[src/rtl/fifo_rd_ctrl.sv]
// Packet read controller: locks onto the FIFO named by the held selection code and
// moves one packet through a registered ready/valid stage. Optional packet counter: FIFO_RD_CTRL_STAT_EN.
module fifo_rd_ctrl #(
  parameter int PORT_NUM  = 8,
  parameter int DATA_W    = 32,
  parameter int MAX_WORDS = 256
) (
  input  logic                         glb_clk,
  input  logic                         glb_rst,
  input  logic [7:0]                   fifo_sel_res_final,
  input  logic [PORT_NUM-1:0]          fifo_empty,
  input  logic [PORT_NUM*DATA_W-1:0]   fifo_rd_data,
  input  logic [PORT_NUM-1:0]          fifo_rd_eop,
  output logic [PORT_NUM-1:0]          fifo_rd_en,
  output logic [PORT_NUM-1:0]          fifo_ack,
  output logic                         out_valid,
  output logic [DATA_W-1:0]            out_data,
  output logic                         out_eop,
  output logic [2:0]                   out_port,
  input  logic                         out_ready,
  output logic                         busy,
  output logic                         trunc_err,
  output logic [15:0]                  pkt_cnt
);

  localparam int CW = $clog2(MAX_WORDS + 1);
  localparam logic [CW-1:0] MAX_CNT = CW'(MAX_WORDS);

  typedef enum logic [1:0] {IDLE, READ, DONE, GAP} state_t;

  state_t            state, state_nxt;
  logic [2:0]        port;
  logic [CW-1:0]     cnt;
  logic [CW-1:0]     cnt_inc;
  logic              sel_ok;
  logic              head_empty;
  logic              head_eop;
  logic [DATA_W-1:0] head_data;
  logic              pop;
  logic              at_max;
  logic              last_word;
  logic              trunc;
  logic              unused_sel_bits;

  assign unused_sel_bits = ^fifo_sel_res_final[6:3];

  assign sel_ok = fifo_sel_res_final[7] &&
                  (int'({29'b0, fifo_sel_res_final[2:0]}) < PORT_NUM);

  // Loop-based mux keeps the locked port index in range for any PORT_NUM.
  always_comb begin
    head_empty = 1'b1;
    head_eop   = 1'b0;
    head_data  = '0;
    for (int unsigned i = 0; i < PORT_NUM; i++) begin
      if (port == 3'(i)) begin
        head_empty = fifo_empty[i];
        head_eop   = fifo_rd_eop[i];
        head_data  = fifo_rd_data[i*DATA_W +: DATA_W];
      end
    end
  end

  assign pop       = (state == READ) && !head_empty && (!out_valid || out_ready);
  assign cnt_inc   = cnt + 1'b1;
  assign at_max    = (cnt_inc == MAX_CNT);
  assign last_word = pop && (head_eop || at_max);
  assign trunc     = pop && !head_eop && at_max;

  always_comb begin
    state_nxt  = state;
    fifo_rd_en = '0;
    fifo_ack   = '0;
    busy       = (state != IDLE);
    case (state)
      IDLE: if (sel_ok) state_nxt = READ;
      READ: if (last_word) state_nxt = DONE;
      DONE: state_nxt = GAP;
      GAP:  if (!fifo_sel_res_final[7] || (fifo_sel_res_final[2:0] != port)) state_nxt = IDLE;
      default: state_nxt = IDLE;
    endcase
    for (int unsigned i = 0; i < PORT_NUM; i++) begin
      if (port == 3'(i)) begin
        fifo_rd_en[i] = pop;
        fifo_ack[i]   = (state == DONE);
      end
    end
  end

  always_ff @(posedge glb_clk) begin
    if (glb_rst) state <= IDLE;
    else         state <= state_nxt;
  end

  always_ff @(posedge glb_clk) begin
    if (glb_rst) begin
      port      <= '0;
      cnt       <= '0;
      out_valid <= 1'b0;
      out_data  <= '0;
      out_eop   <= 1'b0;
      out_port  <= '0;
      trunc_err <= 1'b0;
    end else begin
      if (state == IDLE && sel_ok) begin
        port <= fifo_sel_res_final[2:0];
        cnt  <= '0;
      end
      if (pop) begin
        cnt       <= cnt_inc;
        out_valid <= 1'b1;
        out_data  <= head_data;
        out_eop   <= head_eop | trunc;
        out_port  <= port;
      end else if (out_ready) begin
        out_valid <= 1'b0;
      end
      trunc_err <= trunc;
    end
  end

`ifdef FIFO_RD_CTRL_STAT_EN
  logic [15:0] pkt_q;
  always_ff @(posedge glb_clk) begin
    if (glb_rst)              pkt_q <= '0;
    else if (state == DONE)   pkt_q <= pkt_q + 16'd1;
  end
  assign pkt_cnt = pkt_q;
`else
  assign pkt_cnt = 16'd0;
`endif

endmodule

[config.mk]
export PLATFORM = sky130hd
export DESIGN_NAME = fifo_rd_ctrl
export DESIGN_NICKNAME = d
export VERILOG_FILES = /design/src/rtl/fifo_rd_ctrl.sv
export SDC_FILE = /design/constraint.sdc
export NUM_CORES = 1
export LEC_CHECK = 0
export ABC_AREA = 1
export BUFFER_PORTS_ARGS = -buffer_cell sky130_fd_sc_hd__buf_2
export CAP_MARGIN = 10
export CORE_AREA = 8 8 132 134
export DETAILED_ROUTE_END_ITERATION = 12
export DIE_AREA = 0 0 140 142
export PLACE_DENSITY_LB_ADDON = 0.2
export SLEW_MARGIN = 5
export SYNTH_ARGS = -nofsm -noshare
export SYNTH_HDL_FRONTEND = slang
export SYNTH_SLANG_ARGS = --single-unit
[constraint.sdc]
create_clock -name glb_clk -period 5.4 [get_ports glb_clk]
set_clock_uncertainty 0.05 [all_clocks]
set_input_delay 0 -clock glb_clk [delete_from_list [all_inputs] [get_ports glb_clk]]
set_output_delay 0 -clock glb_clk [all_outputs]
set_load 0.02 [all_outputs]
==> results_dict.tcl <==
set metrics [dict create \
    relSlewSlack_pct 39.00 \
    die_y_um 142 \
    hpwl_um 18030 \
    port_buffers 333 \
    synth_cells 693 \
    wl_met2_um 11630 \
    met1Wirelength_um 8956 \
    pwr-share-clk_pct 16.1 \
    ys_seq_elements 52 \
    yosys.area.top_type "dfxtp_1" \
    critical_path_required_ns 5.59 \
    total_power_mw 2.077 \
    vias_per_cell 5.048 \
    cts_made_buffers 5 \
    drtPass1Iterations 5 \
    crit_path_end_kind "register" \
    drtIter0Drc 314 \
    drv_cap 0 \
    ctsHoldBuffers 22 \
    crit_fanout 57 \
    rsz0062_at_grt "no" \
    die-area_sq_um 19880 \
    min_period_ns 4.449 \
    synth_ff_type "dfxtp_1" \
    cp_slowest_cell "inv_2" \
    synth_edf_count 0 \
    clkSlewWorstSetupHoldPaths_ns 0.08 \
    clock_latency_ns 0.29 \
    ys_types 33 \
    p_leak_nw 3.186 \
    r2r_cells 12 \
    syn_to_final_growth_pct 49.76 \
    final_util_pct 40.53 \
    setup_ws_ns 0.9514 \
    synth_area_per_cell_sq_um 6.023 \
    root_buffer "clkbuf_16" \
    place_congestion 0.9153 \
    outcome "finished, final reports clean" \
    p_comb_share_pct 58.6 \
    min_path_type "input pin to register" \
    antenna_found_initial 1 \
    yosysTopAreaCellShare_pct 24.94 \
    netSwitchingFraction_pct 49.68 \
    start_util_pct 27.06 \
    postCtsSetupBuffers 0 \
    min-delay-start "fifo_rd_eop[5]" \
    met3_length_um 2101 \
    yosys_warnings 0 \
    htree_num_levels 2 \
    cp.arrival_ns 4.64 \
    intPower_mw 1.045 \
    track_usage_pct 22.37 \
    routed_wl_um 23490 \
    setup_violations 0 \
    postRouteAntennaNets 0 \
    slowest_delay_ns 0.86 \
    place_inst 1178 \
    crit_start "port[2]$_SDFFE_PP0P_" \
    yosys-top-cells-area "dfxtp_1, nand2_1, nand3_1" \
    worstMarginPinSlew_ns 0.9137 \
    clock_path_buffers 2 \
    overflow 0 \
    cts_sinks 52 \
    grt_max_degree 58 \
    p_per_area_nw_per_um2 332.3 \
    worstPathCellList "inv_2 > buf_4 > nor2_4 > buf_4 > nand2_1 > nand2_1 > nand2_2 > nand3_4 > inv_2 > o21ai_0 > a31oi_1 > dlygate4sd3_1" \
    holdWs_ns 0.01061 \
    ctsResizeCount 0 \
    post_dp_cell_area_sq_um 5876 \
    grt_pass1_wl_um 34760 \
    cts_tree "yes" \
    ir_drop_mv 0.1627 \
    post-place-ws_ns 1.483 \
    drive_gt1_share_pct 35.93 \
    slew_violations 0 \
    rows 46 \
    fin_tns_setup_ns 0 \
    nets 1305 \
    grt_pass1_vias 6138 \
    final_common_cell "buf_2" \
    vias 6103 \
    post_drt_wl_per_cell_um 19.43 \
    final_cell_count_no_fill 1209 \
    synthArstFlopShare_pct 0 \
    ys_seq_area_share_pct 24.94 \
    power_switching_mw 1.032 \
    regToRegStartpoint "port[2]$_SDFFE_PP0P_" \
    final_cell_mix "buf_2, nand2_1, nand3_1, a21oi_1" \
    coreArea_sq_um 15420 \
    hold_viol 0 \
    seqPwrFrac_pct 25.4 \
    path_class "register to register" \
    fin_crit_sh_pct 82.38 \
    fin_area_sq_um 6251 \
    clock.fmax_mhz 224.8 \
    route.detailed.drc 0 \
    holdPathStages 4 \
    startpoint_type "register" \
    ioPinCount 354 \
    top_layer_used "met4" \
    die_x_um 140 \
    synthesis.area_sq_um 4174 \
]
## critical path, delay by kind of cell, from the launching register on
| family | cells | cell delay [ns] |
|---|---|---|
| AO/OA/AOI/OAI | 2 | 0.35 |
| buffers and inverters | 5 | 2.79 |
| flip-flops | 1 | 0.38 |
| AND/OR/NAND/NOR | 5 | 0.76 |
## synthesized netlist by cell type (2+ instances only)
cell type	count
nand2_1	197
nand3_1	76
a21oi_1	68
nor2_1	53
dfxtp_1	52
inv_1	38
nand4_1	37
o21ai_0	34
a221oi_1	28
clkbuf_1	24
buf_4	17
buf_2	11
buf_1	9
o21ai_1	9
ha_1	7
inv_2	5
a31oi_1	3
nand3b_1	3
nor2_4	3
xor2_1	3
buf_6	2
nand2_2	2
or2_2	2
## power groups by stage
stage | Combinational, mW | Clock (mW) | Sequential, mW
6_report | 1.22 | 0.333 | 0.527
5_1_grt | 1.33 | 0.368 | 0.537
4_1_cts | 1.22 | 0.348 | 0.527
3_5_place_dp | 1.20 | 0 | 0.534
3_3_place_gp | 1.19 | 0 | 0.536
2_1_floorplan | 0.687 | 0 | 0.598
## registers in the layout, summed over array words and instances, names as in the netlist
name       cells
out_port       3
state          2
out_eop        1
out_data      32
out_valid      1
port           3
trunc_err      1
cnt            9
## cell type report
type                       instances  area, sq um
fill                            1774         9174
multi-input combinational        550         2706
timing repair buffer             363         1947
sequential                        52         1041
tap                              192        240.2
inverter                          43        161.4
clock buffer                       5        125.1
clock inverter                     3        27.53
antenna                            1        2.502
## cell families after synthesis
logic type | count (synthesis) | share of synthesized area (%)
AOI/OAI and AO/OA | 145 | 20.17
xor gates and xnor gates | 3 | 0.6296
adders and majority gates | 7 | 2.098
buffers and inverters | 106 | 11.75
DFF | 52 | 24.94
other | 1 | 0.08984
and+or+nand+nor | 379 | 40.32
## path summary, 6_finish.rpt
check                                   end  slack, ns
setup / recovery  out_data[20]$_SDFFE_PP0P_       0.95
setup reg to reg  out_data[20]$_SDFFE_PP0P_       0.95
hold reg to reg   out_data[17]$_SDFFE_PP0P_       0.41
hold / removal         trunc_err$_SDFF_PP0_       0.01
## metal layers
| layer | global-route usage, % | vias to the layer above |
|---|---|---|
| li1 | - | 2980 |
| met1 | 23.54 | 2751 |
| met2 | 40.98 | 329 |
| met3 | 6.642 | 43 |
| met4 | 9.200 | 0 |
| met5 | 0 | - |
Note: power is estimated with default switching activity, not from simulation.
